[config.mk]
export PLATFORM = sky130hd
export DESIGN_NAME = frodo_decode_param
export DESIGN_NICKNAME = d
export VERILOG_FILES = /design/src/rtl/frodo_decode_param_pkg.sv /design/src/rtl/frodo_dec_round.sv /design/src/rtl/frodo_decode_param.sv
export SDC_FILE = /design/constraint.sdc
export NUM_CORES = 1
export LEC_CHECK = 0
export ABC_AREA = 1
export CAP_MARGIN = 20
export CELL_PAD_IN_SITES_DETAIL_PLACEMENT = 2
export CELL_PAD_IN_SITES_GLOBAL_PLACEMENT = 2
export CORE_AREA = 2 2 214 216
export CTS_BUF_LIST = sky130_fd_sc_hd__clkbuf_8
export DETAILED_ROUTE_END_ITERATION = 7
export DIE_AREA = 0 0 216 218
export PLACE_DENSITY_LB_ADDON = 0.3
export SLEW_MARGIN = 10
export SYNTH_ARGS = -nofsm -noshare
export SYNTH_HDL_FRONTEND = slang
export SYNTH_SLANG_ARGS = --single-unit
[constraint.sdc]
create_clock -name i_clk -period 4.5 [get_ports i_clk]
set_clock_uncertainty 0.15 [all_clocks]
set_input_delay 0.45 -clock i_clk [delete_from_list [all_inputs] [get_ports i_clk]]
set_output_delay 0.45 -clock i_clk [all_outputs]
set_load 0.1 [all_outputs]
[src/rtl/frodo_decode_param_pkg.sv]
// Shared FrodoKEM decode parameters: level constants, level/state encodings, small helpers.
// Purely declarative; no logic of its own.
`ifndef FRODO_CLOG2
`define FRODO_CLOG2(x) (((x) <= 1) ? 1 : $clog2(x))
`endif

package frodo_decode_param_pkg;

    localparam int L1_B      = 2;
    localparam int L1_D      = 15;
    localparam int L1_LEN_MU = 128;
    localparam int L3_B      = 3;
    localparam int L3_D      = 16;
    localparam int L3_LEN_MU = 192;
    localparam int L5_B      = 4;
    localparam int L5_D      = 16;
    localparam int L5_LEN_MU = 256;
    localparam int L5_MBAR   = 8;
    localparam int L5_NBAR   = 8;

    typedef enum logic [1:0] {LVL1, LVL3, LVL5} sec_lvl_t;

    typedef enum logic [1:0] {ST_IDLE, ST_READ, ST_DRAIN, ST_DONE} state_t;

    function automatic int clog2_min1(input int n);
        return `FRODO_CLOG2(n);
    endfunction

    function automatic logic lvl_legal(input logic [2:0] s);
        return (s == 3'd1) || (s == 3'd3) || (s == 3'd5);
    endfunction

    function automatic sec_lvl_t lvl_from(input logic [2:0] s);
        case (s)
            3'd1:    return LVL1;
            3'd3:    return LVL3;
            default: return LVL5;
        endcase
    endfunction

    function automatic int lvl_bits(input sec_lvl_t l);
        case (l)
            LVL1:    return L1_B;
            LVL3:    return L3_B;
            default: return L5_B;
        endcase
    endfunction

endpackage

[src/rtl/frodo_dec_round.sv]
// Single-coefficient rounder: low D bits, add half-step, keep top B bits (carry dropped).
// Combinational, zero latency; no flow control.
// Output bits above B are always zero so results can be OR-packed.
module frodo_dec_round
    import frodo_decode_param_pkg::*;
(
    input  logic [15:0] x,
    input  sec_lvl_t    lvl,
    output logic [3:0]  c
);

    logic [15:0] sum;

    always_comb begin
        sum = '0;
        c   = '0;
        case (lvl)
            LVL1: begin
                sum = 16'(x[L1_D-1:0]) + 16'(1 << (L1_D - L1_B - 1));
                c   = 4'(sum[L1_D-1 -: L1_B]);
            end
            LVL3: begin
                sum = x + 16'(1 << (L3_D - L3_B - 1));
                c   = 4'(sum[L3_D-1 -: L3_B]);
            end
            default: begin
                sum = x + 16'(1 << (L5_D - L5_B - 1));
                c   = 4'(sum[L5_D-1 -: L5_B]);
            end
        endcase
    end

endmodule

[src/rtl/frodo_decode_param.sv]
// Key-decode engine: streams the 8x8 matrix from memory, rounds T coefficients per word into key k.
// Latency: done in cycle W+MEM_LAT+1 after the accepted start; one read issued per cycle, no stalls.
// No backpressure: the memory must return data exactly MEM_LAT cycles after each read enable.
module frodo_decode_param
    import frodo_decode_param_pkg::*;
#(
    parameter  int T       = 4,
    parameter  int MEM_LAT = 1,
    localparam int W       = (L5_MBAR * L5_NBAR) / T,
    localparam int AW      = clog2_min1(W)
) (
    input  logic              i_clk,
    input  logic              i_rst_n,
    input  logic              i_start,
    input  logic [2:0]        i_sec_level,
    output logic              o_k_mat_en,
    output logic [AW-1:0]     o_k_mat_addr,
    input  logic [16*T-1:0]   i_k_mat,
    output logic [255:0]      o_k,
    output logic              o_busy,
    output logic              o_done,
    output logic              o_err
);

    state_t          state, state_nxt;
    sec_lvl_t        lvl_q, lvl_nxt;
    logic            err_q, err_nxt;
    logic            en_nxt;
    logic [AW-1:0]   addr_nxt;
    logic            clr_k;

    logic [MEM_LAT-1:0] vld_d, vld_shift;
    logic [AW-1:0]      addr_d [MEM_LAT];

    logic [3:0]      coef [T];
    logic [255:0]    word_bits, k_wr;
    int              b_bits;

    for (genvar g = 0; g < T; g++) begin : g_round
        frodo_dec_round u_round (
            .x   (i_k_mat[16*g +: 16]),
            .lvl (lvl_q),
            .c   (coef[g])
        );
    end

    // Stages below the output stage; empty means the last outstanding word is returning now.
    assign vld_shift = vld_d << 1;

    always_comb begin
        state_nxt = state;
        lvl_nxt   = lvl_q;
        err_nxt   = err_q;
        en_nxt    = 1'b0;
        addr_nxt  = o_k_mat_addr;
        clr_k     = 1'b0;
        case (state)
            ST_IDLE: begin
                if (i_start) begin
                    clr_k = 1'b1;
                    if (lvl_legal(i_sec_level)) begin
                        lvl_nxt   = lvl_from(i_sec_level);
                        err_nxt   = 1'b0;
                        en_nxt    = 1'b1;
                        addr_nxt  = '0;
                        state_nxt = ST_READ;
                    end else begin
                        err_nxt   = 1'b1;
                        state_nxt = ST_DONE;
                    end
                end
            end
            ST_READ: begin
                if (o_k_mat_addr == AW'(W - 1)) begin
                    state_nxt = ST_DRAIN;
                end else begin
                    en_nxt   = 1'b1;
                    addr_nxt = o_k_mat_addr + AW'(1);
                end
            end
            ST_DRAIN: begin
                if (vld_shift == '0) state_nxt = ST_DONE;
            end
            ST_DONE: state_nxt = ST_IDLE;
            default: state_nxt = ST_IDLE;
        endcase
    end

    // Rounded bits of one word, placed at the word's key offset.
    always_comb begin
        b_bits    = lvl_bits(lvl_q);
        word_bits = '0;
        for (int j = 0; j < T; j++) begin
            word_bits = word_bits | (256'(coef[j]) << (j * b_bits));
        end
        k_wr = word_bits << (int'(addr_d[MEM_LAT-1]) * T * b_bits);
    end

    always_ff @(posedge i_clk or negedge i_rst_n) begin
        if (!i_rst_n) begin
            state        <= ST_IDLE;
            lvl_q        <= LVL1;
            err_q        <= 1'b0;
            o_k_mat_en   <= 1'b0;
            o_k_mat_addr <= '0;
            vld_d        <= '0;
            for (int s = 0; s < MEM_LAT; s++) addr_d[s] <= '0;
            o_k          <= '0;
        end else begin
            state        <= state_nxt;
            lvl_q        <= lvl_nxt;
            err_q        <= err_nxt;
            o_k_mat_en   <= en_nxt;
            o_k_mat_addr <= addr_nxt;
            vld_d        <= vld_shift | MEM_LAT'(o_k_mat_en);
            addr_d[0]    <= o_k_mat_addr;
            for (int s = 1; s < MEM_LAT; s++) addr_d[s] <= addr_d[s-1];
            if (clr_k) begin
                o_k <= '0;
            end else if (vld_d[MEM_LAT-1]) begin
                o_k <= o_k | k_wr;
            end
        end
    end

    assign o_busy = (state != ST_IDLE);
    assign o_done = (state == ST_DONE);
    assign o_err  = (state == ST_DONE) && err_q;

endmodule

==> flow_metrics.tcl <==
set metrics [dict create \
    ys_types 37 \
    drtAntennaViolNets 0 \
    synth_top_cell_by_area "dfrtp_1" \
    min_path_type "reg -> reg" \
    hpwl_mm 37.3 \
    vias_per_cell 5.02 \
    grt_pass1_wl_mm 84.1 \
    first_pass_iters 5 \
    cts_buffer_depth 3 \
    antenna_found_initial 0 \
    synth.area.mux_share_pct 0 \
    gr-total-overflow 0 \
    crit_type "reg -> reg" \
    num_vias 12300 \
    synthAdderAreaFrac_pct 2.36 \
    synth_top_family_by_area "simple AND/OR/NAND/NOR gates" \
    cp-start-kind "flop" \
    place_inst 2353 \
    timing.fmax_mhz 248 \
    yosysWarnings 0 \
    numPortBuffers 289 \
    syn2layout_area_growth_pct 36.1 \
    slew_headroom_pct 26.1 \
    synth_xor_area_share_pct 0.672 \
    grt_pass1_vias 13700 \
    drt_iter0_drc 631 \
    fp.dieArea_um2 47100 \
    nNetsFinal 1902 \
    drc_errors 0 \
    synthSimpleGateAreaFrac_pct 21.1 \
    clk_pin_slew_ns 0.06 \
    drv_cap 0 \
    setup_viol 0 \
    period_minus_slack_ns 4.03 \
    cts_buffers 52 \
    min_period_over_period_pct 89.6 \
    synthesis.instances 1543 \
    clock_latency_ns 0.61 \
    fin_tns_setup_ns 0 \
    synth_top_area_share_pct 52.8 \
    cp_max_fo 14 \
    antenna_cells 0 \
    synthesis.area_um2 12800 \
    synth-seq-area-share_pct 52.8 \
    grt_max_degree 135 \
    core_area_um2 44900 \
    drive_above_1_share_pct 6.92 \
    cp-end-kind "flop" \
    start_util_pct 28.6 \
    finalMaxSlewViolations 0 \
    die_w_um 216 \
    avgRoutedWirePerCell_um 22.3 \
    cp_data_required_time_ns 4.88 \
    post_cts_buffers 0 \
    die_y_um 218 \
    final-hold-violation-count 0 \
    tritoncts "done" \
    fin_cells 2451 \
    clock-root-buffer "clkbuf_8" \
    globalplace.congestion 0.830 \
    rsz0062_at_grt "false" \
    tightest_slew_ns 1.10 \
    grtUsageTotal_pct 23.2 \
    route.final.wire_length_mm 54.8 \
    synth_seq_cells 271 \
    cts-htree-levels 2 \
    io_pins 334 \
    avgSynthCellArea_um2 8.32 \
    worstPathArrival_ns 4.41 \
    synth.area.top_cells "dfrtp_1 (53%), a21oi_1 (9.2%), nand3_1 (8.3%)" \
    outcome "finished clean" \
    cts.sinks 271 \
    fp-row-count 78 \
    synth_compound_area_share_pct 12.3 \
]
layer usage:
metal | global-route usage (%) | wire length, µm | vias to the layer above
met1 | 29.3 | 23400 | 6289
met4 | 7.88 | 1560 | 0
met5 | 0 | 0 | -
li1 | - | - | 5621
met2 | 38.3 | 26200 | 322
met3 | 6.30 | 3620 | 78
sequential cells by signal (all words and copies together), names as in the netlist:
name,count
vld_d,1
lvl_q,2
err_q,1
o_k,256
state,2
o_k_mat_en,1
addr_d,4
o_k_mat_addr,4
layout by cell type, fill, tap and decap left out, types with 5 or more instances in the layout:
| cell | synthesis | layout |
|---|---|---|
| nor2_1 | 128 | 128 |
| inv_1 | 236 | 256 |
| buf_12 | 0 | 5 |
| o21ai_0 | 18 | 18 |
| clkbuf_8 | 0 | 63 |
| a21oi_1 | 237 | 237 |
| a31oi_1 | 24 | 24 |
| dfrtp_1 | 271 | 271 |
| clkdlybuf4s50_1 | 0 | 288 |
| clkinv_2 | 0 | 6 |
| nand2_1 | 151 | 151 |
| o21ai_1 | 10 | 10 |
| nor3_1 | 5 | 5 |
| ha_1 | 21 | 21 |
| nand3_1 | 214 | 214 |
| nand4_1 | 80 | 80 |
| buf_4 | 2 | 22 |
worst max-delay path: stages, from the launching register on:
cell	delay, ns
dfrtp_1	0.54
nor2_1	0.28
inv_1	0.12
nor2_1	0.11
ha_1	0.25
ha_1	0.20
inv_1	0.12
fa_2	0.25
o21ai_1	0.09
xor2_1	0.19
a21oi_2	0.36
inv_2	0.12
nor2_4	0.14
inv_2	0.13
nor2_2	0.62
a21oi_1	0.16
nor2_1	0.12
repair_timing:
item,CTS,global route
endpoints found under the setup margin,0,29
hold buffers,1,0
endpoints found under the hold margin,111,0
gates resized for setup,0,1
synth_stat cells:
master and instances:
clkinv_1 2, xor2_1 4, buf_2 20, o22ai_1 2, nand2_1 151, nor3_1 5, o21ai_2 2, nand3b_1 1
fa_1 2, xor2_2 1, clkbuf_1 65, o21ai_0 18, buf_6 2, o21ai_1 10, inv_2 4, o21bai_2 1
buf_4 2, xnor2_1 4, nand4_1 80, o21a_1 2, a31oi_1 24, nor3_2 1, buf_1 19, a32o_1 1
or2_2 2, nor2_1 128, dfrtp_1 271, o211ai_2 2, ha_1 21, inv_1 236, o31ai_1 1, nand3_1 214
conb_1 2, nor2_4 2, a21oi_1 237, nor2_2 3, a21oi_2 1
layout make-up:
cell class	instances	area, µm²
Tap cell	600	751
Multi-Input combinational cell	924	4720
Sequential cell	271	6780
Inverter	242	918
Fill cell	5060	27400
Clock inverter	33	245
Timing Repair Buffer	318	3180
Clock buffer	63	867
logic make-up (layout without fill, tap and decap cells):
kind of cell	count (synthesis)	in the layout
AOI/OAI and AO/OA	301	301
and+or+nand+nor	587	588
adders and majority gates	23	23
xor gates and xnor gates	9	9
buffers and inverters	350	656
other	2	3
DFF	271	271
final timing paths:
| kind | from | end | slack, ns | depth (start not counted) |
|---|---|---|---|---|
| min | o_k_mat_en | vld_d | 0.25 | 0 |
| max | lvl_q[1] | o_k[236] | 0.47 | 16 |
| max reg2reg | lvl_q[1] | o_k[236] | 0.47 | 16 |
| min reg2reg | o_k_mat_en | vld_d | 0.25 | 0 |
| min in group asynchronous | i_rst_n | o_k[79] | 0.37 | 2 |
| max in group asynchronous | i_rst_n | o_k[94] | 2.76 | 3 |
metrics by stage:
| stage | utilization [%] | hold WS (ns) | instance area [µm²] | setup slack (ns) |
|---|---|---|---|---|
| after floorplan | - | 0.00441 | 12800 | 1.13 |
| after detailed placement | 36.4 | 0.211 | 16300 | 0.314 |
| after global placement | 36.4 | 0.212 | 16300 | 0.500 |
| after global routing | 38.9 | 0.286 | 17500 | 0.0459 |
| final | 38.9 | 0.246 | 17500 | 0.468 |
| after CTS | 38.9 | 0.245 | 17500 | 0.264 |
Power is not shown: default switching activity piles up to over one toggle a cycle in this logic, so the estimate is an artifact.
